<file path="config.mk">
export PLATFORM = sky130hd
export DESIGN_NAME = bus_write_responder
export DESIGN_NICKNAME = d
export VERILOG_FILES = /design/src/rtl/bus_write_responder.sv
export SDC_FILE = /design/constraint.sdc
export NUM_CORES = 1
export LEC_CHECK = 0
export CAP_MARGIN = 20
export CORE_AREA = 2 2 264 266
export CTS_CLUSTER_DIAMETER = 40
export CTS_CLUSTER_SIZE = 40
export DETAILED_ROUTE_END_ITERATION = 10
export DIE_AREA = 0 0 266 268
export GPL_ROUTABILITY_DRIVEN = 1
export PLACE_DENSITY = 0.57
export SYNTH_ARGS = -nofsm -noshare
export SYNTH_HDL_FRONTEND = slang
export SYNTH_SLANG_ARGS = --single-unit
</file>
<file path="constraint.sdc">
create_clock -name clk -period 10.48 [get_ports clk]
set_input_delay 3.144 -clock clk [delete_from_list [all_inputs] [get_ports clk]]
set_output_delay 3.144 -clock clk [all_outputs]
set_load 0.02 [all_outputs]
</file>
<file path="src/rtl/bus_write_responder.sv">
// bus_write_responder: write-channel target (AW, W, B) in front of a
// byte-enabled register bank, with a combinational peek port and a
// one-cycle write event pulse for checkers.
//
// Handshake semantics (all channels): a transfer happens on a rising edge
// where valid and ready are both 1. A source holds valid and its payload
// stable until that edge. awready/wready depend only on the local holding
// flags, and bvalid/bresp hold until bready is seen, so no ready waits on a
// valid in the same cycle.
module bus_write_responder #(
  parameter  int ADDR_W   = 32,
  parameter  int DATA_W   = 32,
  parameter  int NUM_REGS = 16,
  localparam int STRB_W   = DATA_W / 8,
  localparam int IDX_W    = $clog2(NUM_REGS)
) (
  input  logic              clk,
  input  logic              rst_n,
  input  logic [ADDR_W-1:0] awaddr,
  input  logic              awvalid,
  output logic              awready,
  input  logic [DATA_W-1:0] wdata,
  input  logic [STRB_W-1:0] wstrb,
  input  logic              wvalid,
  output logic              wready,
  output logic [1:0]        bresp,
  output logic              bvalid,
  input  logic              bready,
  input  logic [IDX_W-1:0]  rd_idx,
  output logic [DATA_W-1:0] rd_data,
  output logic              wr_evt,
  output logic [IDX_W-1:0]  wr_evt_idx
);

  localparam int         LSB_W       = $clog2(STRB_W);
  localparam logic [1:0] RESP_OKAY   = 2'b00;
  localparam logic [1:0] RESP_SLVERR = 2'b10;

  // One-deep holding stages for the address and data channels.
  logic              aw_full;
  logic [ADDR_W-1:0] aw_addr_q;
  logic              w_full;
  logic [DATA_W-1:0] w_data_q;
  logic [STRB_W-1:0] w_strb_q;

  logic [DATA_W-1:0] regs [NUM_REGS];

  logic              commit;
  logic              addr_ok;
  logic [ADDR_W-1:0] word_addr;
  logic [IDX_W-1:0]  idx;

  assign awready = !aw_full;
  assign wready  = !w_full;

  // A commit needs both halves and a free (or freeing) response slot.
  assign commit = aw_full && w_full && (!bvalid || bready);

  // Word index from the byte address; must be aligned and inside the bank.
  assign word_addr = aw_addr_q >> LSB_W;
  assign addr_ok   = (aw_addr_q[LSB_W-1:0] == '0) && (word_addr < ADDR_W'(NUM_REGS));
  assign idx       = word_addr[IDX_W-1:0];

  // Address holding stage: fill on handshake, empty on commit.
  always_ff @(posedge clk or negedge rst_n) begin
    if (!rst_n) begin
      aw_full   <= 1'b0;
      aw_addr_q <= '0;
    end else if (awvalid && !aw_full) begin
      aw_full   <= 1'b1;
      aw_addr_q <= awaddr;
    end else if (commit) begin
      aw_full   <= 1'b0;
    end
  end

  // Data holding stage: fill on handshake, empty on commit.
  always_ff @(posedge clk or negedge rst_n) begin
    if (!rst_n) begin
      w_full   <= 1'b0;
      w_data_q <= '0;
      w_strb_q <= '0;
    end else if (wvalid && !w_full) begin
      w_full   <= 1'b1;
      w_data_q <= wdata;
      w_strb_q <= wstrb;
    end else if (commit) begin
      w_full   <= 1'b0;
    end
  end

  // Response slot: a commit loads it (possibly on the edge the old one
  // drains); otherwise it clears when the master accepts it.
  always_ff @(posedge clk or negedge rst_n) begin
    if (!rst_n) begin
      bvalid <= 1'b0;
      bresp  <= RESP_OKAY;
    end else if (commit) begin
      bvalid <= 1'b1;
      bresp  <= addr_ok ? RESP_OKAY : RESP_SLVERR;
    end else if (bvalid && bready) begin
      bvalid <= 1'b0;
    end
  end

  // Write event pulse: high for the single cycle after a successful commit.
  always_ff @(posedge clk or negedge rst_n) begin
    if (!rst_n) begin
      wr_evt     <= 1'b0;
      wr_evt_idx <= '0;
    end else begin
      wr_evt <= commit && addr_ok;
      if (commit && addr_ok) begin
        wr_evt_idx <= idx;
      end
    end
  end

  // Register bank: byte lanes with a set strobe take the held data.
  always_ff @(posedge clk or negedge rst_n) begin
    if (!rst_n) begin
      for (int i = 0; i < NUM_REGS; i++) begin
        regs[i] <= '0;
      end
    end else if (commit && addr_ok) begin
      for (int b = 0; b < STRB_W; b++) begin
        if (w_strb_q[b]) begin
          regs[idx][8*b +: 8] <= w_data_q[8*b +: 8];
        end
      end
    end
  end

  // Peek port; indices past the bank read as zero.
  generate
    if ((1 << IDX_W) == NUM_REGS) begin : g_peek_full
      assign rd_data = regs[rd_idx];
    end else begin : g_peek_partial
      assign rd_data = (32'(rd_idx) < NUM_REGS) ? regs[rd_idx] : '0;
    end
  endgenerate

endmodule
</file>
* Word-level counts from Yosys, hierarchy flattened
Cells that the tools add are included.
Storage, ports and cells: bits in registers 590, input port bits 77, output and inout port bits 42, logic and storage cells 75
Cells by class: order comparisons 4, mux-type cells 28, bitwise logic cells 2, reduce and logical (&&, ||, !) cells 16
Operator list (count):
- $mux W512 | 7
- $bwmux W512 | 4
- $demux W32 S4 | 4
- $bmux W32 S4 | 1
- $mux W32 | 3
- $lt A30 B5 Y1 const B | 1
- $mux W24 | 1
- $mux W16 | 1
- $ge A5 B5 Y1 const B | 2
- $not A4 Y5 | 2
- $logic_and A1 B1 Y1 | 8
- $mux W8 | 1
- $reduce_bool A2 Y1 | 3
- $lt A5 B1 Y1 const B | 1
- $mux W1 | 5
- $logic_not A1 Y1 | 3
- $logic_not A2 Y1 | 1
- $mux W2 | 1
- $logic_or A1 B1 Y1 | 1

* Logic depth before layout (Yosys ltp)
word-level depth 16, depth in mapped cells 7

* Least setup slack after synthesis
No wires, ideal clock.
path kind input to output, start in rd_idx[0], end out rd_data[11], arrival 5.053 ns, data required time 7.336 ns, slack 2.283 ns, stages 4, path through buf_2 buf_1 mux4_2 mux4_2
On the way: word-level cells in the longest chain between the ends 4
Ends and longest elaborated chain:
- from (decl) | line 29 | input logic [IDX_W-1:0] rd_idx,
- $not A4 Y5 (implied by the code) | line 137 | assign rd_data = regs[rd_idx];
- $bmux W32 S4 | line 137
- $mux W32 (implied by the code) (2 in a row) | line 137
- to (decl) | line 30 | output logic [DATA_W-1:0] rd_data,
Every way passes these cells. The select of a mux whose other input is x is not followed.

* Worst setup path after layout
start in rd_idx[0], end out rd_data[15]
The elaborated chain is that of the path after synthesis.

==> results <==
- The run finished with clean final reports.
- The endpoint class of the critical path is an output pin.
- Once detail routing completed, the nets flagged for antenna violations numbered 0.
- The HPWL after detailed placement is 38.2 mm.
- The horizontal die dimension is 266 um.
- A synthesized cell averages 16.7 um2.
- The cell count after synthesis came out at 1,628.
- The global-route wire length before repair is between 100 and 150 mm.
- The starting density of the core is 39.8%.
- The type of the worst min-delay path is flip-flop to flip-flop.
- Entering global routing, the biggest net connects about 160 pins.
- The cell sitting at the root of the clock tree is a clkbuf_16.
- Compared with the post-synthesis result, the final layout area differs by 20.6%.
- The number of levels the H-tree was split into is 3.
- The floorplan has 96 rows.
- The number of hold violations in the final report is 0.
- For this block, the initial DRC count from the detailed router was between 800 and 900.
- The share of layout cells above drive strength 1 is ~55%.
- The routed length per instance is between 20 and 25 um.
- Of the total power, registers draw 41.7%.
- Counting cells, the worst reg-to-reg path comes to 5.
- The highest ir drop seen on vdd is about 0.12 mV.
- The total power per unit cell area is 205 nW/um2.
- Setup violations remaining at the end of the flow were counted as 0.
- The worst-case register-to-register setup slack is approximately 7.0 ns.
- The number of antenna violations at the first check in global routing was 0.
- The total area inside the core boundary comes to a little under 70,000 um2.
- After clock tree synthesis, the clock-pin slew on the worst setup and hold paths is 0.05 ns.
- Net switching is 27.7% of the power.
- Setup repair after global routing left no endpoint under its margin.
- The pre-antenna-repair detailed-routing pass consisted of 5 iterations.
- The end point of the critical path is rd_data[15].
- The number of nets produced by synthesis is 1,705.
- The number of global-route vias before repair is between 15,000 and 20,000.
- The die outline height is 268 um.
- The maximum clock frequency is between 100 and 150 MHz.
- The Yosys step of the flow raised 0 warnings.
- The net total in the final layout is between 1,500 and 2,000.
- The number of ports placed on the die boundary is about 120.
- For this run, design rule violations remaining after detail routing come to 0.
- The number of CTS-inserted buffers is a little under 100.
- At the later pin of the worst-skew pair, clock insertion delay measures 0.64 ns.
- The count of cells resized by post-cts repair is 0.
- The final-layout fill cell count is 5,792.
- The capture point of the worst reg-to-reg path is regs[137].
- The relative contribution of the clock network to total power is roughly half.
- Headroom to the max-slew limit came out at around a quarter.
- At the end of routability-driven placement, the weighted congestion stood at about 0.72.
- After detailed routing, the number of vias per cell comes to about 5.5.
- 0 antenna diodes ended up in the layout.
- The number of pins exceeding their max-slew limit in the final report is 0.
- Summing the sequential cell areas from Yosys gives a little over half of the chip area.
- On the final layout, the worst clock skew is about 0.027 ns.
- The slew of the pin with the lowest slew margin is roughly 1.1 ns.
- The most critical setup path has its startpoint at rd_idx[0].
- Summing all multi-input logic gate instances after layout gives roughly 12,000 um2.
- Buffers placed on the I/O ports in this run total ~120.
- Summed over all nets, the switching power comes to 1860 uW.
- The buffer depth of the longest clock path is 3.
- The TritonCTS clock tree is yes.
- The worst setup path is launched from an input pin.
- Across all setup checks in the final design, the least slack found is 1.53 ns.
- The worst register-to-register path begins at aw_addr_q[19].
- STA puts the critical path data required time at roughly 7.3 ns.
- The worst setup path is of the input pin to output pin kind.
- Yosys mapped the design onto 25 distinct sky130hd cell types.
- The floorplan die area is 71,300 um2.
- The total global routing overflow is 0.
- The sequential cells in the finished layout cover a total of between 10,000 and 15,000 um2.
- The pre-CTS setup slack is between 1 and 1.5 ns.
- The overall fraction of global-route tracks in use is between 10% and 20%.
- Once the clock tree was built, the setup fixing pass inserted 0 buffers.
- For this block, the routed nets add up to between 60 and 70 mm of wire.
- The worst path needs 8.95 ns of the cycle, external delays included.
- Data arrives at the worst endpoint at between 5 and 6 ns.
- Buffers inserted to repair hold after CTS numbered 0.
- Combinational logic is responsible for approximately 7.4% of the overall power.
- The final-layout setup total negative slack is 0 ns.
- The routed layout has roughly 15,000 vias.
- The maximum fanout along the worst path is between 60 and 70.
- Synthesis inferred just under 600 register bits.
- The tree built by TritonCTS fans out to slightly below 600 sinks.
- The cell internal power dissipation is 4860 uW.
- The mapped cell area is around 27,000 um2.
- The reported max-cap violation count is 0.
- The final worst-path cycle share is between 80% and 90%.
- The leakage power is 0.0155 uW.
==> critical path: stages <==
cell,delay [ns]
clkbuf_8,0.61
buf_4,0.36
mux4_2,0.52
mux4_2,0.51
clkdlybuf4s50_1,0.56
==> worst min path at each step <==
stage | startpoint | endpoint | cells past startpoint
floorplan | regs[31] | regs[31] | 1
global placement | regs[94] | regs[94] | 1
detailed placement | regs[94] | regs[94] | 1
CTS | regs[94] | regs[94] | 1
global route | regs[410] | regs[410] | 1
finish | regs[94] | regs[94] | 1
==> final cells by class <==
class	count	area share [%]
Sequential cell	589	45.0
Multi-Input combinational cell	912	36.3
Clock buffer	116	8.23
Timing Repair Buffer	140	4.32
Tap cell	882	3.37
Clock inverter	68	2.73
Inverter	2	0.0229
==> state kept, by name, summed over array words and instances, names as in the netlist <==
register    cells
aw_addr_q      32
aw_full         1
bresp           1
bvalid          1
regs          512
w_data_q       32
w_full          1
w_strb_q        4
wr_evt          1
wr_evt_idx      4
==> through the flow <==
stage | total power, uW | utilization [%] | cell area [um2] | hold WS [ns] | cells
2_1_floorplan | 3070 | - | 27100 | 0.459 | 1628
4_1_cts | 6800 | 47.9 | 32700 | 0.491 | 2708
3_5_place_dp | 3340 | 42.7 | 29100 | 0.480 | 2524
3_3_place_gp | 3320 | 42.7 | 29100 | 0.470 | 2524
5_1_grt | 7010 | 48.0 | 32700 | 0.509 | 2709
6_report | 6720 | 48.0 | 32700 | 0.487 | 2709
==> metal layers <==
layer  wire [um]  up-vias  GRT usage [%]  part of all wire [%]
met3        2470      104           3.13                   3.8
met2       31800      267           31.0                    49
met4        1670        0           6.54                   2.6
li1            -     6458              -                     -
met1       29500     8095           26.1                    45
met5           0        -              0                     0
==> power by group through the flow <==
stage	registers, uW	clock network, uW	logic, uW
2_1_floorplan	2570	0	503
4_1_cts	2790	3500	510
3_3_place_gp	2820	0	499
5_1_grt	2850	3610	547
3_5_place_dp	2830	0	508
6_report	2800	3420	499
==> cells in the final DEF (no fill, tap or decap), drive strengths merged <==
cell           instances
dfrtp                589
mux2                 584
mux4                 160
clkbuf               117
clkdlybuf4s50        112
nand2                 67
nor4                  56
buf                   27
clkinv                25
inv                   20
or4                   16
bufinv                13
clkinvlp              12
and4bb                 6
nor2                   6
and4b                  4
nor4b                  4
nor2b                  3
nand4                  2
nand2b                 1
nor3                   1
and4                   1
conb                   1
==> synth_stat cells (all sizes together) <==
| cell | n | share of area [%] |
|---|---|---|
| and4 | 1 | 0.032 |
| and4b | 4 | 0.15 |
| and4bb | 6 | 0.28 |
| buf | 64 | 1.1 |
| clkbuf | 61 | 0.84 |
| conb | 1 | 0.014 |
| dfrtp | 589 | 54 |
| inv | 2 | 0.028 |
| mux2 | 584 | 24 |
| mux4 | 160 | 13 |
| nand2 | 67 | 0.93 |
| nand2b | 1 | 0.023 |
| nand4 | 2 | 0.046 |
| nor2 | 6 | 0.083 |
| nor2b | 3 | 0.069 |
| nor3 | 1 | 0.037 |
| nor4 | 56 | 3.9 |
| nor4b | 4 | 0.13 |
| or4 | 16 | 0.44 |
==> kinds of logic (layout without fill, tap and decap cells) <==
group                  count (synthesis)  count (layout)  share of synthesized area [%]
other                                  1               1                         0.0138
and+or+nand+nor                      167             167                           6.16
buffers and inverters                127             326                           2.01
DFF                                  589             589                           54.3
muxes                                744             744                           37.5
Power figures use the tool's default switching activity.
